--- src/rtl/pipeline_stage_reg.sv ---
// rtl/pipeline_stage_reg.sv - parametrised inter-stage pipeline register with handshake, flush and optional skid entry
module pipeline_stage_reg #(
  parameter int DBITS     = 32,
  parameter int NUM_DATA  = 3,
  parameter int CTRL_BITS = 4,
  parameter int SKID      = 0,
  parameter int CNT_BITS  = 16
) (
  input  logic                      clk,
  input  logic                      reset_n,
  input  logic                      flush,
  input  logic                      in_valid,
  output logic                      in_ready,
  input  logic [CTRL_BITS-1:0]      in_ctrl,
  input  logic [NUM_DATA*DBITS-1:0] in_data,
  output logic                      out_valid,
  input  logic                      out_ready,
  output logic [CTRL_BITS-1:0]      out_ctrl,
  output logic [NUM_DATA*DBITS-1:0] out_data,
  output logic [CNT_BITS-1:0]       drop_count
);

  localparam int DW = NUM_DATA * DBITS;

  // Main (output-facing) entry
  logic                 r_main_valid;
  logic [CTRL_BITS-1:0] r_main_ctrl;
  logic [DW-1:0]        r_main_data;

  // Skid entry, only ever filled when SKID != 0
  logic                 r_skid_valid;
  logic [CTRL_BITS-1:0] r_skid_ctrl;
  logic [DW-1:0]        r_skid_data;

  // Registered ready used by the skid variant; always equals ~r_skid_valid
  logic                 r_in_ready;
  logic [CNT_BITS-1:0]  r_drop_count;

  logic                 w_in_xfer;
  logic                 w_out_xfer;
  logic                 w_main_free;
  logic                 w_skid_load;
  logic                 w_skid_next;
  logic [1:0]           w_drop_add;
  logic [CNT_BITS+1:0]  w_drop_sum;
  logic [CNT_BITS-1:0]  w_drop_next;

  // Upstream ready: combinational for the single register, registered for the skid variant
  always_comb begin
    in_ready = 1'b0;
    if (SKID != 0) begin
      in_ready = reset_n & r_in_ready;
    end else begin
      in_ready = reset_n & (~r_main_valid | out_ready);
    end
  end

  assign w_in_xfer   = in_valid & in_ready;
  assign w_out_xfer  = r_main_valid & out_ready;
  // Main can take a new entry when it is empty or is handing its entry downstream now
  assign w_main_free = ~r_main_valid | w_out_xfer;
  // A new entry parks in the skid slot only when main is full and stalled
  assign w_skid_load = (SKID != 0) & w_in_xfer & ~w_main_free;

  // Next skid occupancy, shared by the skid register and the registered ready
  always_comb begin
    w_skid_next = r_skid_valid;
    if (flush) begin
      w_skid_next = 1'b0;
    end else if (w_skid_load) begin
      w_skid_next = 1'b1;
    end else if (w_main_free && r_skid_valid) begin
      w_skid_next = 1'b0;
    end
  end

  // Count every valid entry a flush throws away (main, skid, same-cycle input), saturating
  always_comb begin
    w_drop_add  = 2'(r_main_valid) + 2'(r_skid_valid) + 2'(w_in_xfer);
    w_drop_sum  = {2'b00, r_drop_count} + (CNT_BITS+2)'(w_drop_add);
    w_drop_next = w_drop_sum[CNT_BITS-1:0];
    if (w_drop_sum > {2'b00, {CNT_BITS{1'b1}}}) begin
      w_drop_next = {CNT_BITS{1'b1}};
    end
  end

  // Main entry: refill from skid first to keep FIFO order, otherwise from the input
  always_ff @(posedge clk) begin
    if (!reset_n) begin
      r_main_valid <= 1'b0;
      r_main_ctrl  <= '0;
      r_main_data  <= '0;
    end else if (flush) begin
      r_main_valid <= 1'b0;
      r_main_ctrl  <= '0;
    end else if (w_main_free) begin
      if (r_skid_valid) begin
        r_main_valid <= 1'b1;
        r_main_ctrl  <= r_skid_ctrl;
        r_main_data  <= r_skid_data;
      end else if (w_in_xfer) begin
        r_main_valid <= 1'b1;
        r_main_ctrl  <= in_ctrl;
        r_main_data  <= in_data;
      end else if (r_main_valid) begin
        // Bubble: control is zeroed so no write fires downstream, data is left as-is
        r_main_valid <= 1'b0;
        r_main_ctrl  <= '0;
      end
    end
  end

  // Skid entry and its registered ready copy
  always_ff @(posedge clk) begin
    if (!reset_n) begin
      r_skid_valid <= 1'b0;
      r_skid_ctrl  <= '0;
      r_skid_data  <= '0;
      r_in_ready   <= 1'b1;
    end else begin
      r_skid_valid <= w_skid_next;
      r_in_ready   <= ~w_skid_next;
      if (w_skid_load) begin
        r_skid_ctrl <= in_ctrl;
        r_skid_data <= in_data;
      end
    end
  end

  // Flush-drop statistics counter
  always_ff @(posedge clk) begin
    if (!reset_n) begin
      r_drop_count <= '0;
    end else if (flush) begin
      r_drop_count <= w_drop_next;
    end
  end

  assign out_valid  = r_main_valid;
  assign out_ctrl   = r_main_ctrl;
  assign out_data   = r_main_data;
  assign drop_count = r_drop_count;

endmodule
--- config.mk ---
export PLATFORM = sky130hd
export DESIGN_NAME = pipeline_stage_reg
export DESIGN_NICKNAME = d
export VERILOG_FILES = /design/src/rtl/pipeline_stage_reg.sv
export SDC_FILE = /design/constraint.sdc
export NUM_CORES = 1
export LEC_CHECK = 0
export CORE_MARGIN = 2
export CORE_UTILIZATION = 40
export CTS_CLUSTER_DIAMETER = 200
export CTS_CLUSTER_SIZE = 24
export DETAILED_ROUTE_END_ITERATION = 8
export PLACE_DENSITY = 0.78
export SYNTH_ARGS = -nofsm -noshare
export SYNTH_HDL_FRONTEND = slang
export SYNTH_SLANG_ARGS = --single-unit
--- constraint.sdc ---
create_clock -name clk -period 5.7 [get_ports clk]
set_input_delay 0.855 -clock clk [delete_from_list [all_inputs] [get_ports clk]]
set_output_delay 0.855 -clock clk [all_outputs]
set_load 0.03 [all_outputs]
==> metrics.md <==
| Metric | Value |
|---|---|
| Sequential Power Share | `0.405` |
| I/O Pins | `223` |
| Initial antenna violation count | `0` |
| Ratio of cells with drive above 1 in the final layout | `0.05488` |
| Later-pin clock latency in the skew report | `0.50 ns` |
| Slew @ Worst Pin | `1.168 ns` |
| GRT Total Usage | `0.2016` |
| Fillers | `843` |
| Post-Syn Nets | `532` |
| Fin nets | `751` |
| TritonCTS clock tree | `yes` |
| Register area | `2342 um^2` |
| Min Tclk post-route | `3.247 ns` |
| Commonest non-fill, non-tap cell in the layout | `clkdlybuf4s50_1` |
| Switching Fraction | `0.2263` |
| Final total power | `2114 uW` |
| RSZ-0062 raised after global routing | `no` |
| Setup CP Type | `in2reg` |
| Most frequent cell on the critical path | `inv_1` |
| Commonest cells after routing, fill and taps aside | `222 x clkdlybuf4s50_1, 117 x dfxtp_1, 100 x nor2_1, 97 x mux2i_1, 16 x clkbuf_16` |
| Max frequency | `0.3080 GHz` |
| Area occupied by multi-input gates | `1868 um^2` |
| Post-place setup slack | `2.000 ns` |
| Yosys cell types | `35` |
| Pwr Density | `292.4 nW/um^2` |
| Via density | `4.839` |
| Worst endpoint required time | `6.11 ns` |
| Post-CTS Resized | `0` |
| Flops & latches, synth | `117` |
| Maximum vdd drop | `0.1478 mV` |
| Largest net degree at the start of global routing | `97` |
| Worst Setup End Kind | `register` |
| Dpl hpwl | `8566 um` |
| DRC | `0` |
| Vias in the first global route | `3,816` |
| Starting Density | `0.4066` |
| # hold bufs at CTS | `0` |
| Post-route ant nets | `0` |
| Total iterations of the first detailed-routing run | `4` |
| Pint | `1635 uW` |
| Final Setup Violations | `0` |
| Clock buffer count from CTS | `17` |
| Outcome | `completed` |
| Sw Pwr | `478.3 uW` |
| Period utilization | `0.5696` |
| Drt total wl | `11,980 um` |
| Part of the power in combinational logic | `0.120` |
| Total of max-cap violations | `0` |
| Pleak | `0.003297 uW` |
| Worst Hold Class | `reg2reg` |
| Syn Inst Count | `425` |
| Die height | `108.7 um` |
| Overflow after GRT | `0` |
| Slew Limit Fails | `0` |
| Slew HR | `0.2203` |
| Ant diodes | `0` |
| Endpoints failing hold | `0` |
| Clk_skew | `0.006070 ns` |
| Worst setup margin | `2.453 ns` |
| Syn-to-layout area delta | `64.76%` |
| Htree depth | `4` |
| Critical Path, Cell by Cell | `clkdlybuf4s50_1, and3_1, inv_1, fa_1, inv_1, ha_1, nand4_1, nor2_2, nand2_1, a21oi_1` |
| Fin area | `7229 um^2` |
| CTS clk-pin slew, worst paths | `0.05 ns` |
| CTS sink cnt | `117` |
| Longest Clk Path Bufs | `2` |
| Die area | `11,820 um^2` |
| Sequential fraction of the synthesis area | `0.5338` |
| Port bufs | `222` |
| Peak fanout along the critical path | `8` |
| Clock power share | `0.475` |
| Cell row count | `38` |
| Avg WL per Cell | `15.05 um` |
| # Post-CTS Setup Buffers | `0` |
| Post-Syn Area | `4388 um^2` |
| First-pass GRT wire length | `18,310 um` |
| CP max stage cell | `clkdlybuf4s50_1` |
| Mean Syn Cell Area | `10.32 um^2` |
| Placed Area | `6669 um^2` |
| Die X | `108.7 um` |
| CTS root buf | `clkbuf_8` |
| Crit path launch type | `primary input` |
| Final setup TNS | `0 ns` |
| GPL Wtd Cong | `0.8299` |
| DRT iter0 DRCs | `162` |
| Core area | `10,790 um^2` |
| Yosys warning count | `0` |
| Worst path max stage delay | `0.66 ns` |
| Worst Hold Slack | `0.4820 ns` |
| CP arrival | `3.65 ns` |
| Vias | `3,852` |
[critical path: cells and delay by family]
family	cells	cell delay, ns
adders and majority gates	2	0.57
buffers and inverters	3	0.87
and+or+nand+nor	4	1.15
AOI/OAI and AO/OA	1	0.20
[final timing paths]
kind                from  depth (start not counted)              to  slack (ns)
max reg2reg    out_valid                         10  drop_count[10]        3.03
min reg2reg  out_ctrl[2]                          2     out_ctrl[2]        0.48
max              reset_n                         10  drop_count[10]        2.45
min          out_ctrl[2]                          2     out_ctrl[2]        0.48
[synth_stat cells]
| cell | number | share of area |
|---|---|---|
| clkbuf_1 | 11 | 0.0094 |
| a31oi_1 | 3 | 0.0043 |
| buf_6 | 5 | 0.013 |
| nor2_2 | 1 | 0.0014 |
| nand3_1 | 8 | 0.0091 |
| nor4_1 | 2 | 0.0029 |
| nand4_1 | 1 | 0.0014 |
| and4b_1 | 1 | 0.0023 |
| nor3b_1 | 1 | 0.0017 |
| buf_4 | 1 | 0.0017 |
| nor2_1 | 100 | 0.086 |
| ha_1 | 1 | 0.0029 |
| nand2b_1 | 2 | 0.0029 |
| nand4_2 | 1 | 0.0029 |
| o211a_1 | 1 | 0.0023 |
| dfxtp_1 | 117 | 0.53 |
| o21ai_1 | 2 | 0.0023 |
| and3_1 | 2 | 0.0029 |
| nor3_1 | 3 | 0.0034 |
| nor4_4 | 1 | 0.0048 |
| o21ai_0 | 4 | 0.0046 |
| nand4b_2 | 1 | 0.0034 |
| and2_1 | 1 | 0.0014 |
| nand4b_1 | 1 | 0.0020 |
| inv_1 | 9 | 0.0077 |
| mux2i_1 | 97 | 0.22 |
| a21oi_1 | 13 | 0.015 |
| a311oi_1 | 2 | 0.0040 |
| fa_1 | 1 | 0.0046 |
| xnor2_1 | 7 | 0.014 |
| nand2_1 | 14 | 0.012 |
| dlygate4sd1_1 | 1 | 0.0020 |
| xor2_1 | 3 | 0.0060 |
| buf_2 | 6 | 0.0068 |
| nand4_4 | 1 | 0.0048 |
[power by group through the flow]
stage / clock network [uW] / registers (uW) / logic, uW
finish: 1000 / 857 / 253
global route: 1070 / 859 / 269
CTS: 1030 / 857 / 256
detailed placement: 0 / 874 / 254
global placement: 0 / 872 / 250
floorplan: 0 / 922 / 72.0
[metrics by stage]
stage | utilization | std cells
after floorplan | - | 425
after global placement | 0.6179 | 765
after detailed placement | 0.6179 | 765
after CTS | 0.6698 | 796
after global routing | 0.6698 | 796
final | 0.6698 | 796
[layer usage]
metal / global-route usage / up-vias / share of wire
li1: - / 1870 / -
met1: 0.2061 / 1800 / 0.37
met2: 0.3455 / 161 / 0.50
met3: 0.08846 / 21 / 0.10
met4: 0.1099 / 0 / 0.026
met5: 0 / - / 0
[final cells by class]
type	count	share of cell area
flip-flops and latches	117	0.3240
repair buffers	224	0.3112
multi-input cells	275	0.2584
clock buffers	20	0.05884
well taps	140	0.02423
clock inverters	11	0.01869
inverters	9	0.004673
[flip-flops by register name, indices dropped and copies added, names as in the netlist]
| register | count |
|---|---|
| out_ctrl | 4 |
| out_valid | 1 |
| drop_count | 16 |
| out_data | 96 |
[logic make-up after synthesis]
family,share of synthesized area
AOI/OAI and AO/OA,0.03222
DFF,0.5338
and+or+nand+nor,0.1449
buffers and inverters,0.04049
xor gates and xnor gates,0.01996
adders and majority gates,0.007413
muxes,0.2213
Note: power is estimated with default switching activity, not from simulation.
